[src/rtl/param_register_file.sv]
// -----------------------------------------------------------------------------
// param_register_file
//
// Parametrised register file: NREG registers of WIDTH bits that sit between the
// ALU system bus (I) and the ALU/MUX operand inputs (OutA/OutB). Every register
// whose active-low RegSel bit is low applies the shared FunSel operation to its
// own current value. Each register carries a sticky wrap flag that records an
// increment past all-ones or a decrement past zero, for loop/pointer counters.
//
// Parameters
//   WIDTH    register width in bits (even, >= 4)
//   NREG     number of registers (power of 2, >= 2)
//   REG_OUT  0: combinational read ports
//            1: registered read ports with write bypass
//   SEL_W    read select width, derived from NREG
//
// Ports
//   Clock    in   1      rising-edge clock
//   Reset    in   1      asynchronous active-low reset
//   I        in   WIDTH  write data
//   FunSel   in   3      operation applied to every selected register
//   RegSel   in   NREG   active-low register select
//   OutASel  in   SEL_W  read port A index
//   OutBSel  in   SEL_W  read port B index
//   WrapClr  in   NREG   active-high wrap flag clear
//   OutA     out  WIDTH  read port A data
//   OutB     out  WIDTH  read port B data
//   Wrap     out  NREG   sticky wrap flags
// -----------------------------------------------------------------------------
module param_register_file #(
    parameter  int WIDTH   = 16,
    parameter  int NREG    = 8,
    parameter  int REG_OUT = 0,
    localparam int SEL_W   = $clog2(NREG)
) (
    input  logic             Clock,
    input  logic             Reset,
    input  logic [WIDTH-1:0] I,
    input  logic [2:0]       FunSel,
    input  logic [NREG-1:0]  RegSel,
    input  logic [SEL_W-1:0] OutASel,
    input  logic [SEL_W-1:0] OutBSel,
    input  logic [NREG-1:0]  WrapClr,
    output logic [WIDTH-1:0] OutA,
    output logic [WIDTH-1:0] OutB,
    output logic [NREG-1:0]  Wrap
);

    localparam int             H    = WIDTH / 2;
    localparam logic [WIDTH-1:0] ONE  = WIDTH'(1);
    localparam logic [WIDTH-1:0] ONES = '1;

    logic [WIDTH-1:0] regs_q [NREG];
    logic [WIDTH-1:0] regs_d [NREG];
    logic [NREG-1:0]  wrap_q;
    logic [NREG-1:0]  wrap_d;
    logic [NREG-1:0]  wrap_set;
    logic [NREG-1:0]  wrap_clr;

    always_comb begin
        wrap_set = '0;
        wrap_clr = WrapClr;
        for (int k = 0; k < NREG; k++) begin
            regs_d[k] = regs_q[k];
            if (!RegSel[k]) begin
                case (FunSel)
                    3'b000: begin
                        regs_d[k] = regs_q[k] - ONE;
                        if (regs_q[k] == '0) wrap_set[k] = 1'b1;
                    end
                    3'b001: begin
                        regs_d[k] = regs_q[k] + ONE;
                        if (regs_q[k] == ONES) wrap_set[k] = 1'b1;
                    end
                    3'b010: begin
                        regs_d[k]   = I;
                        wrap_clr[k] = 1'b1;
                    end
                    3'b011: begin
                        regs_d[k]   = '0;
                        wrap_clr[k] = 1'b1;
                    end
                    3'b100: begin
                        regs_d[k]   = {{(WIDTH-H){1'b0}}, I[H-1:0]};
                        wrap_clr[k] = 1'b1;
                    end
                    3'b101: regs_d[k] = {regs_q[k][WIDTH-1:H], I[H-1:0]};
                    3'b110: regs_d[k] = {I[H-1:0], regs_q[k][H-1:0]};
                    default: begin
                        regs_d[k]   = {{(WIDTH-H){I[H-1]}}, I[H-1:0]};
                        wrap_clr[k] = 1'b1;
                    end
                endcase
            end
        end
        // A wrap event in the same cycle as a clear keeps the flag set.
        wrap_d = wrap_set | (wrap_q & ~wrap_clr);
    end

    always_ff @(posedge Clock or negedge Reset) begin
        if (!Reset) begin
            for (int k = 0; k < NREG; k++) regs_q[k] <= '0;
            wrap_q <= '0;
        end else begin
            for (int k = 0; k < NREG; k++) regs_q[k] <= regs_d[k];
            wrap_q <= wrap_d;
        end
    end

    assign Wrap = wrap_q;

    generate
        if (REG_OUT != 0) begin : g_reg_out
            logic [WIDTH-1:0] out_a_q;
            logic [WIDTH-1:0] out_b_q;

            // Capturing next-state values gives write bypass: data written on
            // an edge is on the port right after that same edge.
            always_ff @(posedge Clock or negedge Reset) begin
                if (!Reset) begin
                    out_a_q <= '0;
                    out_b_q <= '0;
                end else begin
                    out_a_q <= regs_d[OutASel];
                    out_b_q <= regs_d[OutBSel];
                end
            end

            assign OutA = out_a_q;
            assign OutB = out_b_q;
        end else begin : g_comb_out
            assign OutA = regs_q[OutASel];
            assign OutB = regs_q[OutBSel];
        end
    endgenerate

endmodule
[config.mk]
export PLATFORM = sky130hd
export DESIGN_NAME = param_register_file
export DESIGN_NICKNAME = d
export VERILOG_FILES = /design/src/rtl/param_register_file.sv
export SDC_FILE = /design/constraint.sdc
export NUM_CORES = 1
export LEC_CHECK = 0
export CAP_MARGIN = 20
export CORE_MARGIN = 1.5
export CORE_UTILIZATION = 45
export CTS_CLUSTER_SIZE = 10
export DETAILED_ROUTE_END_ITERATION = 12
export GPL_ROUTABILITY_DRIVEN = 0
export GPL_TIMING_DRIVEN = 0
export PLACE_DENSITY = 0.74
export SLEW_MARGIN = 25
export SYNTH_ARGS = -nofsm -noshare
export SYNTH_HDL_FRONTEND = slang
export SYNTH_SLANG_ARGS = --single-unit
[constraint.sdc]
create_clock -name Clock -period 6.5 [get_ports Clock]
set_input_delay 1.3 -clock Clock [delete_from_list [all_inputs] [get_ports Clock]]
set_output_delay 1.3 -clock Clock [all_outputs]
set_load 0.1 [all_outputs]
==> results of run 1 <==
==> registers in the layout, summed over array words and instances, names as in the netlist <==
| register | count |
|---|---|
| Wrap | 8 |
| regs_q | 128 |
==> timing repair <==
action / CTS / global route
hold buffers: 0 / 0
gates resized for setup: 0 / 1
endpoints found under the setup margin: 0 / 1
==> synth_stat cells (4+ instances only) <==
| cell | count | share of area |
|---|---|---|
| sky130_fd_sc_hd__nand2_1 | 179 | 0.048 |
| sky130_fd_sc_hd__a21oi_1 | 144 | 0.052 |
| sky130_fd_sc_hd__dfrtp_1 | 136 | 0.24 |
| sky130_fd_sc_hd__ha_1 | 136 | 0.12 |
| sky130_fd_sc_hd__o21ai_0 | 132 | 0.047 |
| sky130_fd_sc_hd__nor2_1 | 82 | 0.022 |
| sky130_fd_sc_hd__mux4_2 | 62 | 0.10 |
| sky130_fd_sc_hd__clkbuf_1 | 58 | 0.016 |
| sky130_fd_sc_hd__xor2_1 | 51 | 0.032 |
| sky130_fd_sc_hd__nor3_1 | 46 | 0.017 |
| sky130_fd_sc_hd__a21o_1 | 44 | 0.024 |
| sky130_fd_sc_hd__xnor2_1 | 44 | 0.028 |
| sky130_fd_sc_hd__mux2_2 | 39 | 0.031 |
| sky130_fd_sc_hd__nand4_1 | 37 | 0.017 |
| sky130_fd_sc_hd__nor4_1 | 32 | 0.014 |
| sky130_fd_sc_hd__o221ai_1 | 31 | 0.019 |
| sky130_fd_sc_hd__inv_1 | 29 | 0.0078 |
| sky130_fd_sc_hd__a31oi_1 | 22 | 0.0099 |
| sky130_fd_sc_hd__nor2b_1 | 21 | 0.0094 |
| sky130_fd_sc_hd__nand3_1 | 19 | 0.0068 |
| sky130_fd_sc_hd__nand2b_1 | 16 | 0.0072 |
| sky130_fd_sc_hd__o21a_1 | 16 | 0.0086 |
| sky130_fd_sc_hd__or3_1 | 16 | 0.0072 |
| sky130_fd_sc_hd__or2_2 | 15 | 0.0067 |
| sky130_fd_sc_hd__o211ai_1 | 13 | 0.0070 |
| sky130_fd_sc_hd__buf_1 | 11 | 0.0030 |
| sky130_fd_sc_hd__o21bai_1 | 10 | 0.0054 |
| sky130_fd_sc_hd__a22o_1 | 8 | 0.0050 |
| sky130_fd_sc_hd__and3_1 | 8 | 0.0036 |
| sky130_fd_sc_hd__fa_1 | 8 | 0.011 |
| sky130_fd_sc_hd__mux2i_1 | 7 | 0.0050 |
| sky130_fd_sc_hd__nor3b_1 | 7 | 0.0038 |
| sky130_fd_sc_hd__a211oi_1 | 6 | 0.0032 |
| sky130_fd_sc_hd__o31ai_1 | 6 | 0.0032 |
| sky130_fd_sc_hd__buf_2 | 5 | 0.0018 |
| sky130_fd_sc_hd__a211o_1 | 4 | 0.0025 |
| sky130_fd_sc_hd__o21ai_1 | 4 | 0.0014 |
| sky130_fd_sc_hd__o31a_1 | 4 | 0.0025 |
==> cell type report <==
cell class                 count  share of cell area
timing repair buffer          78             0.05183
clock buffer                  24             0.03042
buffer                        74             0.01857
tap                          396             0.03129
sequential                   136              0.2149
multi-input combinational   1328              0.6414
inverter                      30            0.007111
clock inverter                 8            0.004504
==> power groups by stage <==
stage	combinational [mW]	clock [mW]	sequential [mW]
4_1_cts	3.10	0.957	1.41
3_5_place_dp	3.08	0	1.42
2_1_floorplan	2.45	0	1.26
3_3_place_gp	3.00	0	1.40
6_report	3.16	0.957	1.44
5_1_grt	3.40	0.995	1.45
==> worst min-delay path, delay by kind of cell, from the launching register on <==
family,cells,cell delay [ps]
DFF,1,440
AOI/OAI and AO/OA,1,70
and+or+nand+nor,1,60
==> worst paths after layout <==
check	startpoint	to	slack [ps]	depth (start not counted)
max	FunSel[2]	regs_q[92]$_DFFE_PN0P_	380	15
min	regs_q[6]$_DFFE_PN0P_	regs_q[6]$_DFFE_PN0P_	610	2
max reg2reg	regs_q[80]$_DFFE_PN0P_	regs_q[92]$_DFFE_PN0P_	3270	9
min reg2reg	regs_q[6]$_DFFE_PN0P_	regs_q[6]$_DFFE_PN0P_	610	2
max in group asynchronous	Reset	regs_q[100]$_DFFE_PN0P_	4900	2
min in group asynchronous	Reset	regs_q[28]$_DFFE_PN0P_	770	1
==> routing by layer <==
metal  vias to the layer above  wire length (um)  share of wire
li1                       6169                 -              -
met4                         2              2464          0.050
met3                       163              6512           0.13
met2                       916             20630           0.42
met5                         -                13        0.00027
met1                      6716             19390           0.40
==> cell families (layout without fill, tap and decap cells) <==
| group | count (synthesis) | in the layout | synth area share |
|---|---|---|---|
| AOI/OAI and AO/OA | 488 | 488 | 0.2233 |
| xor gates and xnor gates | 95 | 95 | 0.05967 |
| adders and majority gates | 144 | 144 | 0.1335 |
| buffers and inverters | 104 | 214 | 0.02845 |
| DFF | 136 | 136 | 0.2441 |
| muxes | 110 | 110 | 0.1404 |
| and+or+nand+nor | 491 | 491 | 0.1705 |
==> through the flow <==
step,util,hold slack [ps],area (sq um),TNS (ps)
floorplan,-,520.6,13940,0
global placement,0.4982,554.4,15200,-378260
detailed placement,0.5007,580.9,15280,-82.08
CTS,0.5189,594.4,15830,0
global route,0.5190,610.7,15840,0
finish,0.5190,609.2,15840,0
==> cell usage in the layout (no fill, tap or decap), types with 11 or more instances in the layout <==
master / netlist / routed
sky130_fd_sc_hd__xor2_1: 51 / 51
sky130_fd_sc_hd__nand4_1: 37 / 37
sky130_fd_sc_hd__or3_1: 16 / 16
sky130_fd_sc_hd__o21a_1: 16 / 16
sky130_fd_sc_hd__mux2_2: 39 / 39
sky130_fd_sc_hd__clkdlybuf4s50_1: 0 / 75
sky130_fd_sc_hd__or2_2: 15 / 15
sky130_fd_sc_hd__o221ai_1: 31 / 31
sky130_fd_sc_hd__inv_1: 29 / 29
sky130_fd_sc_hd__buf_1: 11 / 11
sky130_fd_sc_hd__nor3_1: 46 / 46
sky130_fd_sc_hd__nor4_1: 32 / 32
sky130_fd_sc_hd__o21ai_0: 132 / 132
sky130_fd_sc_hd__nand2_1: 179 / 179
sky130_fd_sc_hd__clkbuf_16: 0 / 17
sky130_fd_sc_hd__ha_1: 136 / 136
sky130_fd_sc_hd__a21o_1: 44 / 44
sky130_fd_sc_hd__clkbuf_1: 58 / 61
sky130_fd_sc_hd__nor2_1: 82 / 77
sky130_fd_sc_hd__a21oi_1: 144 / 144
sky130_fd_sc_hd__o211ai_1: 13 / 13
sky130_fd_sc_hd__nor2b_1: 21 / 21
sky130_fd_sc_hd__a31oi_1: 22 / 22
sky130_fd_sc_hd__nand2b_1: 16 / 16
sky130_fd_sc_hd__nand3_1: 19 / 19
sky130_fd_sc_hd__mux4_2: 62 / 62
sky130_fd_sc_hd__dfrtp_1: 136 / 136
sky130_fd_sc_hd__xnor2_1: 44 / 44
==> metrics.txt, run 1 <==
# TYPE chip_impl_metric gauge
chip_impl_metric{name="cts_buffer_depth",unit=""} 2
chip_impl_metric{name="register_area",unit="sq um"} 3403
chip_impl_metric{name="synth.net_count",unit=""} 1755
chip_impl_metric{name="globalRoute.totalOverflow",unit=""} 0
chip_impl_metric{name="die_height",unit="um"} 179.0
chip_impl_metric{name="first_global_vias",unit=""} 13025
chip_impl_metric{name="final.setup.worst_slack",unit="ps"} 381.6
chip_impl_metric{name="use_met3",unit=""} 0.08100
chip_impl_metric{name="floorplan.initialDensity",unit=""} 0.4570
chip_impl_metric{name="grt_usage",unit=""} 0.3112
chip_impl_metric{name="power.ir.vdd_worst",unit="mV"} 0.1801
chip_impl_metric{name="cap_violations",unit=""} 0
chip_impl_metric{name="timing.critical_path.arrival",unit="ps"} 6390
chip_impl_metric{name="swShare",unit=""} 0.4838
chip_impl_metric{name="layout_worst_path_cycle_share",unit=""} 0.9413
chip_impl_metric{name="drt_wl_total",unit="um"} 49010
chip_impl_metric{name="post_drt_wl_per_cell",unit="um"} 23.63
chip_impl_metric{name="internal-power",unit="mW"} 2.866
chip_impl_metric{name="critical_path.n_buffers_inverters",unit=""} 4
chip_impl_info{name="postSynth.topFlopCell",value="sky130_fd_sc_hd__dfrtp_1"} 1
chip_impl_metric{name="net-switching-power",unit="mW"} 2.686
chip_impl_metric{name="die_w",unit="um"} 179.0
chip_impl_metric{name="dpl.hpwl",unit="um"} 36270
chip_impl_metric{name="syn-cell-area",unit="sq um"} 13940
chip_impl_metric{name="port_buffers",unit=""} 76
chip_impl_metric{name="worst-slew-pin-transition",unit="ps"} 1180
chip_impl_metric{name="design.portCount",unit=""} 83
chip_impl_metric{name="cts_made_buffers",unit=""} 17
chip_impl_info{name="critical_path_cell_by_cell",value="clkdlybuf4s50_1, clkbuf_1, nor2_2, nand2_1, clkbuf_8, buf_16, fa_1, a21o_1, a21o_1, a2111oi_2, o31ai_1, a21o_1, a21oi_1, xor2_1, o221ai_1"} 1
chip_impl_info{name="worst_path_most_repeated_cell",value="sky130_fd_sc_hd__a21o_1"} 1
chip_impl_info{name="run_status",value="finished, final reports clean"} 1
chip_impl_metric{name="cts_setup_buffers",unit=""} 0
chip_impl_metric{name="power.total",unit="mW"} 5.552
chip_impl_metric{name="synth_edf_count",unit=""} 0
chip_impl_metric{name="number_of_register_bits_inferred_by_synthesis",unit=""} 136
chip_impl_metric{name="seq_power_share",unit=""} 0.259
chip_impl_metric{name="fp.dieArea",unit="sq um"} 32050
chip_impl_info{name="gr-max-usage-layer",value="met2"} 1
chip_impl_metric{name="layout-area-overhead-vs-synth",unit="%"} 13.57
chip_impl_metric{name="placement.setup.worst_slack",unit="ps"} -47.55
chip_impl_metric{name="worst_path_largest_cell_delay",unit="ps"} 730
chip_impl_info{name="critical_path.top_delay_family",value="compound AO/OA/AOI/OAI gates"} 1
chip_impl_metric{name="use_met2",unit=""} 0.4561
chip_impl_metric{name="maximum_number_of_pins_on_one_net_before_global_route_repair",unit=""} 99
chip_impl_metric{name="antenna-diode-count",unit=""} 0
chip_impl_metric{name="antenna_found_initial",unit=""} 1
chip_impl_metric{name="post_layout_nonfiller_instances",unit=""} 2074
chip_impl_metric{name="fillCellCount",unit=""} 2726
chip_impl_metric{name="viasPerCell",unit=""} 6.734
chip_impl_metric{name="setup_violations",unit=""} 0
chip_impl_metric{name="clock_latency",unit="ps"} 440
chip_impl_metric{name="final_nets",unit=""} 1852
chip_impl_info{name="setup_repair_after_global_routing_missed_its_margin",value="no"} 1
chip_impl_metric{name="clkTransAtPathRegs",unit="ps"} 60
chip_impl_metric{name="route.detailed.drc",unit=""} 0
chip_impl_metric{name="final_max_slew_viol_count",unit=""} 0
chip_impl_metric{name="ant_nets",unit=""} 0
chip_impl_info{name="worstSetupStartpointType",value="input pin"} 1
chip_impl_info{name="worst_hold_path_type",value="reg -> reg"} 1
chip_impl_metric{name="synth-warning-count",unit=""} 0
chip_impl_metric{name="core_area",unit="sq um"} 30510
chip_impl_info{name="clockRootBuffer",value="sky130_fd_sc_hd__clkbuf_16"} 1
chip_impl_metric{name="skew",unit="ps"} 10.53
chip_impl_metric{name="tritoncts_num_sinks",unit=""} 136
chip_impl_metric{name="cts-htree-levels",unit=""} 4
chip_impl_metric{name="slew_headroom",unit=""} 0.2106
chip_impl_metric{name="post_synth_inst_count",unit=""} 1568
chip_impl_metric{name="row_cnt",unit=""} 64
chip_impl_metric{name="multiInputGateArea",unit="sq um"} 10160
chip_impl_metric{name="clock.fmax",unit="MHz"} 163.4
chip_impl_metric{name="num_vias",unit=""} 13966
chip_impl_metric{name="post_synthesis_async_set_or_reset_flop_share",unit=""} 1.000
chip_impl_metric{name="global_route_wire_length_before_repair",unit="um"} 74870
chip_impl_metric{name="power.density",unit="nW/um^2"} 350.6
chip_impl_metric{name="worst-endpoint-required",unit="ps"} 6780
chip_impl_metric{name="synth.distinct_cells",unit=""} 76
chip_impl_metric{name="crit_fanout",unit=""} 98
chip_impl_metric{name="drtIter0Drc",unit=""} 1767
chip_impl_info{name="timing.setup.critical_path_class",value="in -> reg"} 1
chip_impl_metric{name="finalHoldViolations",unit=""} 0
chip_impl_info{name="cts_tree",value="yes"} 1
chip_impl_metric{name="syn_area_per_cell",unit="sq um"} 8.892
chip_impl_metric{name="p_clk_frac",unit=""} 0.172
chip_impl_metric{name="placed_instances",unit=""} 2042
chip_impl_metric{name="yosysSeqAreaShare",unit=""} 0.2441
chip_impl_metric{name="detailedRoute.firstPassIterationCount",unit=""} 6
chip_impl_metric{name="total_leakage_power",unit="nW"} 6.430
chip_impl_info{name="cp-end-kind",value="flip-flop"} 1
chip_impl_info{name="critPathSlowestCell",value="sky130_fd_sc_hd__a2111oi_2"} 1
chip_impl_metric{name="groute.layer.met1.usage",unit=""} 0.4263
chip_impl_metric{name="post_route_cells_drive_above_1_share",unit=""} 0.1043
chip_impl_metric{name="combinational_power_share",unit=""} 0.569
chip_impl_metric{name="finalWorstPathRequiredPeriod",unit="ps"} 6118
(Power assumes the default switching activity.)
==> run 2: changes to the inputs <==
--- a/config.mk
+++ b/config.mk
@@ -6,13 +6,12 @@
 export NUM_CORES = 1
 export LEC_CHECK = 0
 export CAP_MARGIN = 20
-export CORE_MARGIN = 1.5
-export CORE_UTILIZATION = 45
+export CORE_UTILIZATION = 50
 export CTS_CLUSTER_SIZE = 10
 export DETAILED_ROUTE_END_ITERATION = 12
 export GPL_ROUTABILITY_DRIVEN = 0
 export GPL_TIMING_DRIVEN = 0
-export PLACE_DENSITY = 0.74
+export PLACE_DENSITY = 0.8
 export SLEW_MARGIN = 25
 export SYNTH_ARGS = -nofsm -noshare
 export SYNTH_HDL_FRONTEND = slang
==> run 2 against run 1 <==
  * Combinational power is essentially flat
  * Power fell by 0.35%
  * Flip-flop and latch count is the same
  * Sequential power barely moved
  * First-iteration DRC count grew 13%
  * Clock power decreased by 5.0%
  * Global-route usage increased by 3.7 points
  * Register-to-register slack lost 60 ps
  * Critical path type unchanged
==> metrics.txt, run 2 (same netlist as run 1, synthesis figures left out) <==
# TYPE chip_impl_metric gauge
chip_impl_info{name="run_status",value="finished, final reports clean"} 1
chip_impl_metric{name="design.portCount",unit=""} 83
chip_impl_info{name="most_common_cell_after_layout_fill_and_taps_aside",value="sky130_fd_sc_hd__nand2_1"} 1
chip_impl_metric{name="first_global_vias",unit=""} 13427
chip_impl_info{name="layout.cells.most_common_list",value="sky130_fd_sc_hd__nand2_1, sky130_fd_sc_hd__a21oi_1, sky130_fd_sc_hd__dfrtp_1, sky130_fd_sc_hd__ha_1, sky130_fd_sc_hd__o21ai_0"} 1
chip_impl_metric{name="critical_path.n_buffers_inverters",unit=""} 4
chip_impl_metric{name="antenna-diode-count",unit=""} 0
chip_impl_metric{name="globalRoute.totalOverflow",unit=""} 0
chip_impl_metric{name="skew",unit="ps"} 7.558
chip_impl_metric{name="worst_path_largest_cell_delay",unit="ps"} 740
chip_impl_metric{name="post_layout_nonfiller_instances",unit=""} 2047
chip_impl_metric{name="viasPerCell",unit=""} 6.888
chip_impl_metric{name="setup_tns",unit="ps"} 0
chip_impl_metric{name="worst-slew-pin-transition",unit="ps"} 1193
chip_impl_metric{name="port_buffers",unit=""} 76
chip_impl_info{name="cts_tree",value="yes"} 1
chip_impl_metric{name="cts_hold_buf",unit=""} 0
chip_impl_metric{name="clkTransAtPathRegs",unit="ps"} 60
chip_impl_info{name="critical_path.top_delay_family",value="compound AO/OA/AOI/OAI gates"} 1
chip_impl_metric{name="global_route_wire_length_before_repair",unit="um"} 75670
chip_impl_metric{name="tritoncts_num_sinks",unit=""} 136
chip_impl_metric{name="final_core_utilization",unit=""} 0.5803
chip_impl_metric{name="core_area",unit="sq um"} 27180
chip_impl_metric{name="cts_setup_buffers",unit=""} 0
chip_impl_metric{name="setup_violations",unit=""} 0
chip_impl_metric{name="holdWs",unit="ps"} 603.1
chip_impl_metric{name="placement.setup.worst_slack",unit="ps"} -37.30
chip_impl_metric{name="maximum_number_of_pins_on_one_net_before_global_route_repair",unit=""} 85
chip_impl_metric{name="post_drt_wl_per_cell",unit="um"} 24.04
chip_impl_metric{name="post_route_cells_drive_above_1_share",unit=""} 0.1033
chip_impl_info{name="timing.setup.critical_path_class",value="in -> reg"} 1
chip_impl_metric{name="detailedRoute.firstPassIterationCount",unit=""} 7
chip_impl_info{name="setup_repair_after_global_routing_missed_its_margin",value="no"} 1
chip_impl_metric{name="fp.dieArea",unit="sq um"} 28560
chip_impl_metric{name="clock.fmax",unit="MHz"} 156.3
chip_impl_metric{name="drtIter0Drc",unit=""} 1992
chip_impl_info{name="cp-end-kind",value="flip-flop"} 1
chip_impl_metric{name="finalWorstPathRequiredPeriod",unit="ps"} 6398
chip_impl_metric{name="antenna_found_initial",unit=""} 0
chip_impl_metric{name="die_w",unit="um"} 169.0
chip_impl_metric{name="cts_buffer_depth",unit=""} 2
chip_impl_metric{name="floorplan.initialDensity",unit=""} 0.5131
chip_impl_info{name="worst_path_most_repeated_cell",value="sky130_fd_sc_hd__a21o_1"} 1
chip_impl_info{name="max_flop_register",value="regs_q"} 1
chip_impl_metric{name="final_max_slew_viol_count",unit=""} 0
chip_impl_metric{name="dpl_cell_area",unit="sq um"} 15250
chip_impl_metric{name="crit_fanout",unit=""} 84
chip_impl_metric{name="slew_headroom",unit=""} 0.2017
chip_impl_metric{name="power.total",unit="mW"} 5.533
chip_impl_metric{name="cap_violations",unit=""} 0
chip_impl_metric{name="layout_worst_path_cycle_share",unit=""} 0.9844
chip_impl_metric{name="placed_instances",unit=""} 2018
chip_impl_metric{name="route.detailed.drc",unit=""} 0
chip_impl_metric{name="worst-endpoint-required",unit="ps"} 6770
chip_impl_metric{name="clock_latency",unit="ps"} 430
chip_impl_metric{name="dpl.hpwl",unit="um"} 35940
chip_impl_metric{name="finalHoldViolations",unit=""} 0
chip_impl_metric{name="postCtsResizedCells",unit=""} 0
chip_impl_metric{name="ant_nets",unit=""} 0
chip_impl_metric{name="power.ir.vdd_worst",unit="mV"} 0.1580
chip_impl_info{name="clockRootBuffer",value="sky130_fd_sc_hd__clkbuf_16"} 1
chip_impl_metric{name="cts-htree-levels",unit=""} 4
chip_impl_metric{name="flip_flop_count_of_the_largest_register_after_layout",unit=""} 128
chip_impl_metric{name="drt_wl_total",unit="um"} 49220
chip_impl_metric{name="final_nets",unit=""} 1852
chip_impl_metric{name="power.density",unit="nW/um^2"} 350.8
chip_impl_metric{name="timing.critical_path.arrival",unit="ps"} 6670
chip_impl_info{name="critical_path_cell_by_cell",value="clkdlybuf4s50_1, clkbuf_1, nor2_1, nand2_1, clkbuf_8, buf_16, fa_1, a21o_1, a21o_1, a2111oi_2, o31ai_1, a21o_1, a21oi_1, xor2_1, o221ai_1"} 1
chip_impl_metric{name="total_leakage_power",unit="nW"} 6.403
chip_impl_metric{name="num_vias",unit=""} 14099
chip_impl_info{name="worst_hold_path_type",value="reg -> reg"} 1
chip_impl_metric{name="row_cnt",unit=""} 60
chip_impl_metric{name="final_area",unit="sq um"} 15770
chip_impl_metric{name="final.setup.worst_slack",unit="ps"} 101.7
chip_impl_metric{name="grt_usage",unit=""} 0.3479
chip_impl_metric{name="layout-area-overhead-vs-synth",unit="%"} 13.10
chip_impl_info{name="critPathSlowestCell",value="sky130_fd_sc_hd__a2111oi_2"} 1
chip_impl_metric{name="cts_made_buffers",unit=""} 17
chip_impl_info{name="worstSetupStartpointType",value="input pin"} 1
chip_impl_metric{name="die_height",unit="um"} 169.0
[run 2: path summary, 6_finish.rpt]
check	endpoint	slack, ps	startpoint	cells after the start
min in group asynchronous	regs_q[28]$_DFFE_PN0P_	800	Reset	1
setup / recovery	regs_q[92]$_DFFE_PN0P_	100	FunSel[2]	15
max in group asynchronous	regs_q[116]$_DFFE_PN0P_	4890	Reset	2
setup reg to reg	regs_q[92]$_DFFE_PN0P_	3210	regs_q[80]$_DFFE_PN0P_	9
hold reg to reg	regs_q[51]$_DFFE_PN0P_	600	regs_q[51]$_DFFE_PN0P_	2
hold / removal	regs_q[51]$_DFFE_PN0P_	600	regs_q[51]$_DFFE_PN0P_	2
[run 2: routing by layer]
layer	track usage	routed length, um	share of wire
met1	0.4591	18420	0.37
met2	0.5005	20630	0.42
met3	0.1108	7273	0.15
met4	0.2009	2900	0.059
met5	0	0	0
[run 2: power by group]
part | leakage [nW] | internal [mW] | switching [mW]
combinational | 4.43 | 1.29 | 1.89
clock | 0.247 | 0.516 | 0.393
sequential | 1.73 | 1.02 | 0.423
[run 2: worst register-to-register path, delay by kind of cell, from the launching register on]
kind            cells  cell delay (ps)
flops               1              500
compound gates      7             1970
xor+xnor            1              170
fa+ha+maj           1              500
[run 2: layout make-up]
| type | instances | area, sq um |
|---|---|---|
| Tap cell | 372 | 465.4 |
| Sequential cell | 136 | 3403 |
| Inverter | 30 | 112.6 |
| Timing Repair Buffer | 78 | 820.8 |
| Fill cell | 2346 | 11410 |
| Clock inverter | 9 | 81.33 |
| Clock buffer | 20 | 436.7 |
| Buffer | 74 | 294.0 |
| Multi-Input combinational cell | 1328 | 10160 |
